$ cat src/rtl/src_ctrl_pkg.sv
// src_ctrl_pkg: Mini-SRC opcodes, ALU op codes, control FSM states and instruction classes
package src_ctrl_pkg;
  localparam logic [4:0] OPC_LD = 5'b00000, OPC_LDI = 5'b00001, OPC_ST = 5'b00010;
  localparam logic [4:0] OPC_ADD = 5'b00011, OPC_SUB = 5'b00100, OPC_AND = 5'b00101, OPC_OR = 5'b00110;
  localparam logic [4:0] OPC_SHR = 5'b00111, OPC_SHRA = 5'b01000, OPC_SHL = 5'b01001;
  localparam logic [4:0] OPC_ROR = 5'b01010, OPC_ROL = 5'b01011;
  localparam logic [4:0] OPC_ADDI = 5'b01100, OPC_ANDI = 5'b01101, OPC_ORI = 5'b01110;
  localparam logic [4:0] OPC_BR = 5'b10011, OPC_JR = 5'b10100, OPC_IN = 5'b10110, OPC_OUT = 5'b10111;
  localparam logic [4:0] OPC_MFHI = 5'b11000, OPC_MFLO = 5'b11001, OPC_NOP = 5'b11010, OPC_HALT = 5'b11011;
  localparam logic [4:0] ALU_ADD = 5'b00100, ALU_SUB = 5'b00101, ALU_AND = 5'b00110, ALU_OR = 5'b00111;
  localparam logic [4:0] ALU_SHR = 5'b01000, ALU_SHRA = 5'b01001, ALU_SHL = 5'b01010;
  localparam logic [4:0] ALU_ROR = 5'b01011, ALU_ROL = 5'b01100;
  typedef enum logic [3:0] {S_RESET, S_F0, S_F1, S_F2, S_T3, S_T4, S_T5, S_T6, S_T7, S_HALT} state_t;
  typedef enum logic [3:0] {C_NOP, C_LD, C_LDI, C_ST, C_ALU, C_IMM, C_BR, C_JR, C_MFHI, C_MFLO, C_IN, C_OUT, C_HALT} class_t;
endpackage

$ cat src/rtl/control_decode.sv
// control_decode: opcode -> {instruction class, ALU op}; unsupported opcodes decode as nop
module control_decode
  import src_ctrl_pkg::*;
(
  input  logic [4:0] opcode,
  output class_t     cls,
  output logic [4:0] alu_op
);
  always_comb begin
    cls = C_NOP;
    alu_op = ALU_ADD;
    case (opcode)
      OPC_LD: cls = C_LD;
      OPC_LDI: cls = C_LDI;
      OPC_ST: cls = C_ST;
      OPC_ADD: cls = C_ALU;
      OPC_SUB: begin cls = C_ALU; alu_op = ALU_SUB; end
      OPC_AND: begin cls = C_ALU; alu_op = ALU_AND; end
      OPC_OR: begin cls = C_ALU; alu_op = ALU_OR; end
      OPC_SHR: begin cls = C_ALU; alu_op = ALU_SHR; end
      OPC_SHRA: begin cls = C_ALU; alu_op = ALU_SHRA; end
      OPC_SHL: begin cls = C_ALU; alu_op = ALU_SHL; end
      OPC_ROR: begin cls = C_ALU; alu_op = ALU_ROR; end
      OPC_ROL: begin cls = C_ALU; alu_op = ALU_ROL; end
      OPC_ADDI: cls = C_IMM;
      OPC_ANDI: begin cls = C_IMM; alu_op = ALU_AND; end
      OPC_ORI: begin cls = C_IMM; alu_op = ALU_OR; end
      OPC_BR: cls = C_BR;
      OPC_JR: cls = C_JR;
      OPC_IN: cls = C_IN;
      OPC_OUT: cls = C_OUT;
      OPC_MFHI: cls = C_MFHI;
      OPC_MFLO: cls = C_MFLO;
      OPC_HALT: cls = C_HALT;
      default: cls = C_NOP;
    endcase
  end
endmodule

$ cat src/rtl/control_unit.sv
// control_unit: Mini-SRC Moore control FSM; Clock/Clear(async), IR/CON_Out/Stop in, datapath strobes + OP + Run out
module control_unit
  import src_ctrl_pkg::*;
(
  input  logic        Clock,
  input  logic        Clear,
  input  logic [31:0] IR,
  input  logic        CON_Out,
  input  logic        Stop,
  output logic        Run,
  output logic        PCin, IRin, HIin, LOin, ZHighin, ZLowin, MARin, MDRin, OutPort, Yin,
  output logic        PCout, HIout, LOout, ZHighout, ZLowout, InPort, MDRout, Cout,
  output logic        Gra, Grb, Grc, Rin, Rout, BAout, Read, Write, IncPC, CON_In, GLR,
  output logic [4:0]  OP
);
  state_t state, next;
  class_t cls, cls_d;
  logic [4:0] op_q, op_d;
  logic last, unused_ir;
  assign unused_ir = ^IR[26:0];
  control_decode u_dec (.opcode(IR[31:27]), .cls(cls_d), .alu_op(op_d));
  // the class must be taken from the decoder in F2 because cls is only latched on leaving F2
  assign last = (state == S_F2 && cls_d == C_NOP)
             || (state == S_T3 && cls inside {C_JR, C_MFHI, C_MFLO, C_IN, C_OUT})
             || (state == S_T5 && cls inside {C_LDI, C_ALU, C_IMM})
             || (state == S_T6 && cls == C_BR)
             || state == S_T7;
  always_ff @(posedge Clock or posedge Clear)
    if (Clear) begin
      state <= S_RESET;
      cls <= C_NOP;
      op_q <= '0;
    end else begin
      state <= next;
      if (state == S_F2) begin
        cls <= cls_d;
        op_q <= op_d;
      end
    end
  always_comb begin
    next = state;
    case (state)
      S_RESET: next = S_F0;
      S_F0: next = S_F1;
      S_F1: next = S_F2;
      S_F2: next = cls_d == C_HALT ? S_HALT : S_T3;
      S_T3: next = S_T4;
      S_T4: next = S_T5;
      S_T5: next = S_T6;
      S_T6: next = S_T7;
      default: next = state;
    endcase
    if (last) next = Stop ? S_HALT : S_F0;
  end
  always_comb begin
    {PCin, IRin, HIin, LOin, ZHighin, ZLowin, MARin, MDRin, OutPort, Yin} = '0;
    {PCout, HIout, LOout, ZHighout, ZLowout, InPort, MDRout, Cout} = '0;
    {Gra, Grb, Grc, Rin, Rout, BAout, Read, Write, IncPC, CON_In, GLR} = '0;
    OP = '0;
    Run = state != S_RESET && state != S_HALT;
    case (state)
      S_F0: begin PCout = 1'b1; MARin = 1'b1; IncPC = 1'b1; end
      S_F1: begin Read = 1'b1; MDRin = 1'b1; end
      S_F2: begin MDRout = 1'b1; IRin = 1'b1; end
      S_T3:
        case (cls)
          C_LD, C_LDI, C_ST: begin Grb = 1'b1; BAout = 1'b1; Yin = 1'b1; end
          C_ALU, C_IMM: begin Grb = 1'b1; Rout = 1'b1; Yin = 1'b1; end
          C_BR: begin Gra = 1'b1; Rout = 1'b1; CON_In = 1'b1; end
          C_JR: begin Gra = 1'b1; Rout = 1'b1; PCin = 1'b1; end
          C_MFHI: begin HIout = 1'b1; Gra = 1'b1; Rin = 1'b1; end
          C_MFLO: begin LOout = 1'b1; Gra = 1'b1; Rin = 1'b1; end
          C_IN: begin InPort = 1'b1; Gra = 1'b1; Rin = 1'b1; end
          C_OUT: begin Gra = 1'b1; Rout = 1'b1; OutPort = 1'b1; end
          default: ;
        endcase
      S_T4:
        case (cls)
          C_LD, C_LDI, C_ST, C_IMM: begin Cout = 1'b1; OP = op_q; ZLowin = 1'b1; end
          C_ALU: begin Grc = 1'b1; Rout = 1'b1; OP = op_q; ZLowin = 1'b1; end
          C_BR: begin PCout = 1'b1; Yin = 1'b1; end
          default: ;
        endcase
      S_T5:
        case (cls)
          C_LDI, C_ALU, C_IMM: begin ZLowout = 1'b1; Gra = 1'b1; Rin = 1'b1; end
          C_LD, C_ST: begin ZLowout = 1'b1; MARin = 1'b1; end
          C_BR: begin Cout = 1'b1; OP = op_q; ZLowin = 1'b1; end
          default: ;
        endcase
      S_T6:
        case (cls)
          C_LD: begin Read = 1'b1; MDRin = 1'b1; end
          C_ST: begin Gra = 1'b1; Rout = 1'b1; MDRin = 1'b1; end
          C_BR: begin ZLowout = CON_Out; PCin = CON_Out; end
          default: ;
        endcase
      S_T7:
        case (cls)
          C_LD: begin MDRout = 1'b1; Gra = 1'b1; Rin = 1'b1; end
          C_ST: Write = 1'b1;
          default: ;
        endcase
      default: ;
    endcase
  end
endmodule

$ cat config.mk
export PLATFORM = sky130hd
export DESIGN_NAME = control_unit
export DESIGN_NICKNAME = d
export VERILOG_FILES = /design/src/rtl/src_ctrl_pkg.sv /design/src/rtl/control_decode.sv /design/src/rtl/control_unit.sv
export SDC_FILE = /design/constraint.sdc
export NUM_CORES = 1
export LEC_CHECK = 0
export BUFFER_PORTS_ARGS = -buffer_cell sky130_fd_sc_hd__buf_2
export CORE_MARGIN = 2
export CORE_UTILIZATION = 50
export DETAILED_ROUTE_END_ITERATION = 7
export PLACE_DENSITY = 0.85
export SYNTH_ARGS = -nofsm -noshare
export SYNTH_HDL_FRONTEND = slang
export SYNTH_SLANG_ARGS = --single-unit
$ cat constraint.sdc
create_clock -name Clock -period 4.3 [get_ports Clock]
set_clock_uncertainty 0.15 [all_clocks]
set_input_delay 0.645 -clock Clock [delete_from_list [all_inputs] [get_ports Clock]]
set_output_delay 0.645 -clock Clock [all_outputs]
set_load 0.01 [all_outputs]
==> flow_summary.yaml <==
clocking:
  cts_sinks: 12
  htree_levels: 1
  ctsResizeCount: 0
  hold_buffers: 0
  tritoncts.num_buffers: 3
  clk_transition_reported_paths_ns: 0.07
  tritoncts: "yes"
  clock-root-buffer: "sky130_fd_sc_hd__clkbuf_4"
  clkLatencyLatePin_ns: 0.28
  postCtsSetupRepairBufs: 0
  cts.path.max_buffers: 2
setup_path:
  critical_path_peak_fanout: 18
  crit_arrival_ns: 2.21
  ff2ff_path_depth: 4
  critPathKind: "register to primary output"
  worst_r2r_endpoint: "state[3]"
  cp-end-kind: "primary output"
  cp-start-kind: "register"
  ff2ff_setup_slack_ns: 2.09
  critical_path.reg2reg.startpoint: "state[1]"
  critPathRequiredTime_ns: 3.50
route:
  drt_drc: 0
  post_drt_via_cell_ratio: 5.492
  topRoutingLayerUsed: "met4"
  first_iter_violations: 38
  met1_length_um: 1472
  routed_wirelength_um: 3102
  average_wire_per_standard_cell_um: 12.21
  routed-wl-met3_um: 124
  vias: 1395
  wl_met2_um: 1438
  detail_route.first_pass.iterations: 4
  drtAntennaViolNets: 0
layout:
  drive_above_1_share_pct: 25.56
  antenna-diode-count: 0
  final-seq-area_um2: 300.3
  final_design_area_no_fill_um2: 1589
  multiInputGateArea_um2: 998.5
  flow.area_growth_from_synthesis_pct: 9.013
  design.final.nets: 260
  layout.filler_cells: 275
  most_frequent_cells_in_the_layout: "sky130_fd_sc_hd__buf_2 (37), sky130_fd_sc_hd__nand2_1 (25), sky130_fd_sc_hd__o21ai_0 (16)"
  commonest_non_fill_non_tap_cell_in_the_layout: "sky130_fd_sc_hd__buf_2"
  finish.cell_count_without_fillers: 254
global_routing:
  grt_first_pass_wirelength_um: 5230
  grt_remaining_overflow: 0
  grt_start_max_net_pins: 22
  grt.total_usage_pct: 19.97
  grt_antenna_before_repair: 0
  grt_pass1_vias: 1170
sta:
  worstMarginPinSlew_ns: 0.6161
  grt_setup_unrepaired: "false"
  fin_tns_setup_ns: 0
  finalMaxSlewViolations: 0
  fmax_mhz: 332.7
  hold_ws_ns: 0.1924
  finalHoldViolCount: 0
  maxSlewHeadroom_pct: 58.93
  final_min_period_over_clock_period_pct: 69.90
  final_critical_path_setup_slack_ns: 1.294
  post-route-min-period_ns: 3.006
  finalSetupViolCount: 0
pwr:
  clk_pwr_share_pct: 11.4
  internal-power_uw: 409.0
  p_leak_nw: 0.7734
  seq_power_share_pct: 36.8
  power_switching_uw: 393.3
  vdd_ir_drop_max_mv: 0.3249
  power.combinational.fraction_pct: 51.8
  power.switching_fraction_pct: 49.02
  p_per_area_nw_per_um2: 504.9
die:
  pin_count: 71
  core_um2: 2758
  dieHeight_um: 58.00
  die_w_um: 58.00
  die_area_um2: 3363
  initial_core_util_pct: 52.86
  num_rows: 19
placement:
  place_inst: 250
  area_of_placed_instances_um2: 1553
  port_buffers: 37
  finalWeightedCongestion: 0.8333
  dpl.hpwl_um: 2333
  post-place-ws_ns: 1.618
synth:
  synth_flop_cell: "sky130_fd_sc_hd__dfrtp_1"
  synth.yosys.warnings: 0
  synth_cells: 200
  synthDistinctLibCells: 57
  syn_std_cell_area_um2: 1458
  synth_seq_area_share_pct: 20.60
  flip_flop_and_latch_count_after_synthesis: 12
  synthArstFlopShare_pct: 100.0
  post_synth.cell_area_avg_um2: 7.288
  synth-edff-count: 0
status:
  status: "complete, no violations"
hold_path:
  min_path_type: "primary input to async pin"
flow_run:
  drv_cap: 0
-- synth_stat cells (all sizes together) (2+ instances only) --
library cell | instances | area share [%]
xor2 | 2 | 1.2
o21bai | 2 | 1.0
and3 | 4 | 1.7
and2 | 6 | 2.6
or3 | 2 | 0.86
or2 | 6 | 2.7
nor4b | 2 | 1.2
nor2 | 15 | 4.7
nand2 | 25 | 6.4
nand3b | 2 | 1.9
buf | 19 | 9.0
nand2b | 10 | 4.3
a21oi | 10 | 3.7
nand3 | 6 | 2.1
clkbuf | 4 | 1.1
nor2b | 5 | 2.1
mux2i | 2 | 1.4
nor3b | 3 | 1.5
inv | 8 | 2.1
o31ai | 2 | 1.0
nor3 | 8 | 3.1
nor4 | 3 | 1.3
xnor2 | 3 | 1.8
dfrtp | 12 | 21
o21ai | 19 | 6.8
-- worst max-delay path, cell delays in order (launching register included) --
cell and delay [ns]:
sky130_fd_sc_hd__dfrtp_1 0.73, sky130_fd_sc_hd__and4bb_2 0.42, sky130_fd_sc_hd__and2_1 0.14, sky130_fd_sc_hd__o21ai_1 0.09, sky130_fd_sc_hd__a21oi_2 0.24, sky130_fd_sc_hd__and3_1 0.18, sky130_fd_sc_hd__buf_2 0.12
-- flip-flops by register name, indices dropped and copies added (netlist names) --
signal  count
cls         4
op_q        4
state       4
-- logic make-up after synthesis --
logic type | after synthesis | synth area share [%]
muxes | 3 | 2.403
other | 1 | 0.2573
AOI/OAI and AO/OA | 43 | 19.83
and+or+nand+nor | 105 | 41.72
xor gates and xnor gates | 5 | 3.005
DFF | 12 | 20.60
buffers and inverters | 31 | 12.19
-- metal layers --
layer / global-route usage (%) / vias up
met4: 9.967 / 0
met1: 27.97 / 628
met3: 1.339 / 5
met5: 0 / -
met2: 31.17 / 39
li1: - / 723
-- worst max path at each step --
stage | startpoint | to | slack, ns
after global routing | cls[0] | Gra | 1.12
after detailed placement | state[0] | OP[3] | 1.62
after CTS | state[0] | OP[3] | 1.29
after floorplan | state[3] | Yin | 1.93
after global placement | state[0] | OP[3] | 1.65
final | state[0] | OP[3] | 1.29
-- power by group through the flow --
stage | logic (mW) | clock network [mW] | registers (mW)
final | 0.415 | 0.0914 | 0.296
after global routing | 0.471 | 0.0984 | 0.312
after CTS | 0.419 | 0.0934 | 0.293
after detailed placement | 0.416 | 0 | 0.295
after global placement | 0.409 | 0 | 0.292
after floorplan | 0.453 | 0 | 0.196
-- final cells by class --
type / count / area share (%)
inverter: 8 / 1.890
multi-input combinational: 162 / 62.83
clock buffer: 4 / 2.283
tap: 31 / 2.441
sequential: 12 / 18.90
timing repair buffer: 37 / 11.65
-- metrics by stage --
stage               util, %  power, mW
finish                57.62     0.8023
global route          57.62     0.8812
CTS                   57.62     0.8050
detailed placement    56.31     0.7112
global placement      56.31     0.7007
floorplan                 -     0.6484
No activity file was read; power rests on OpenSTA's default activity.
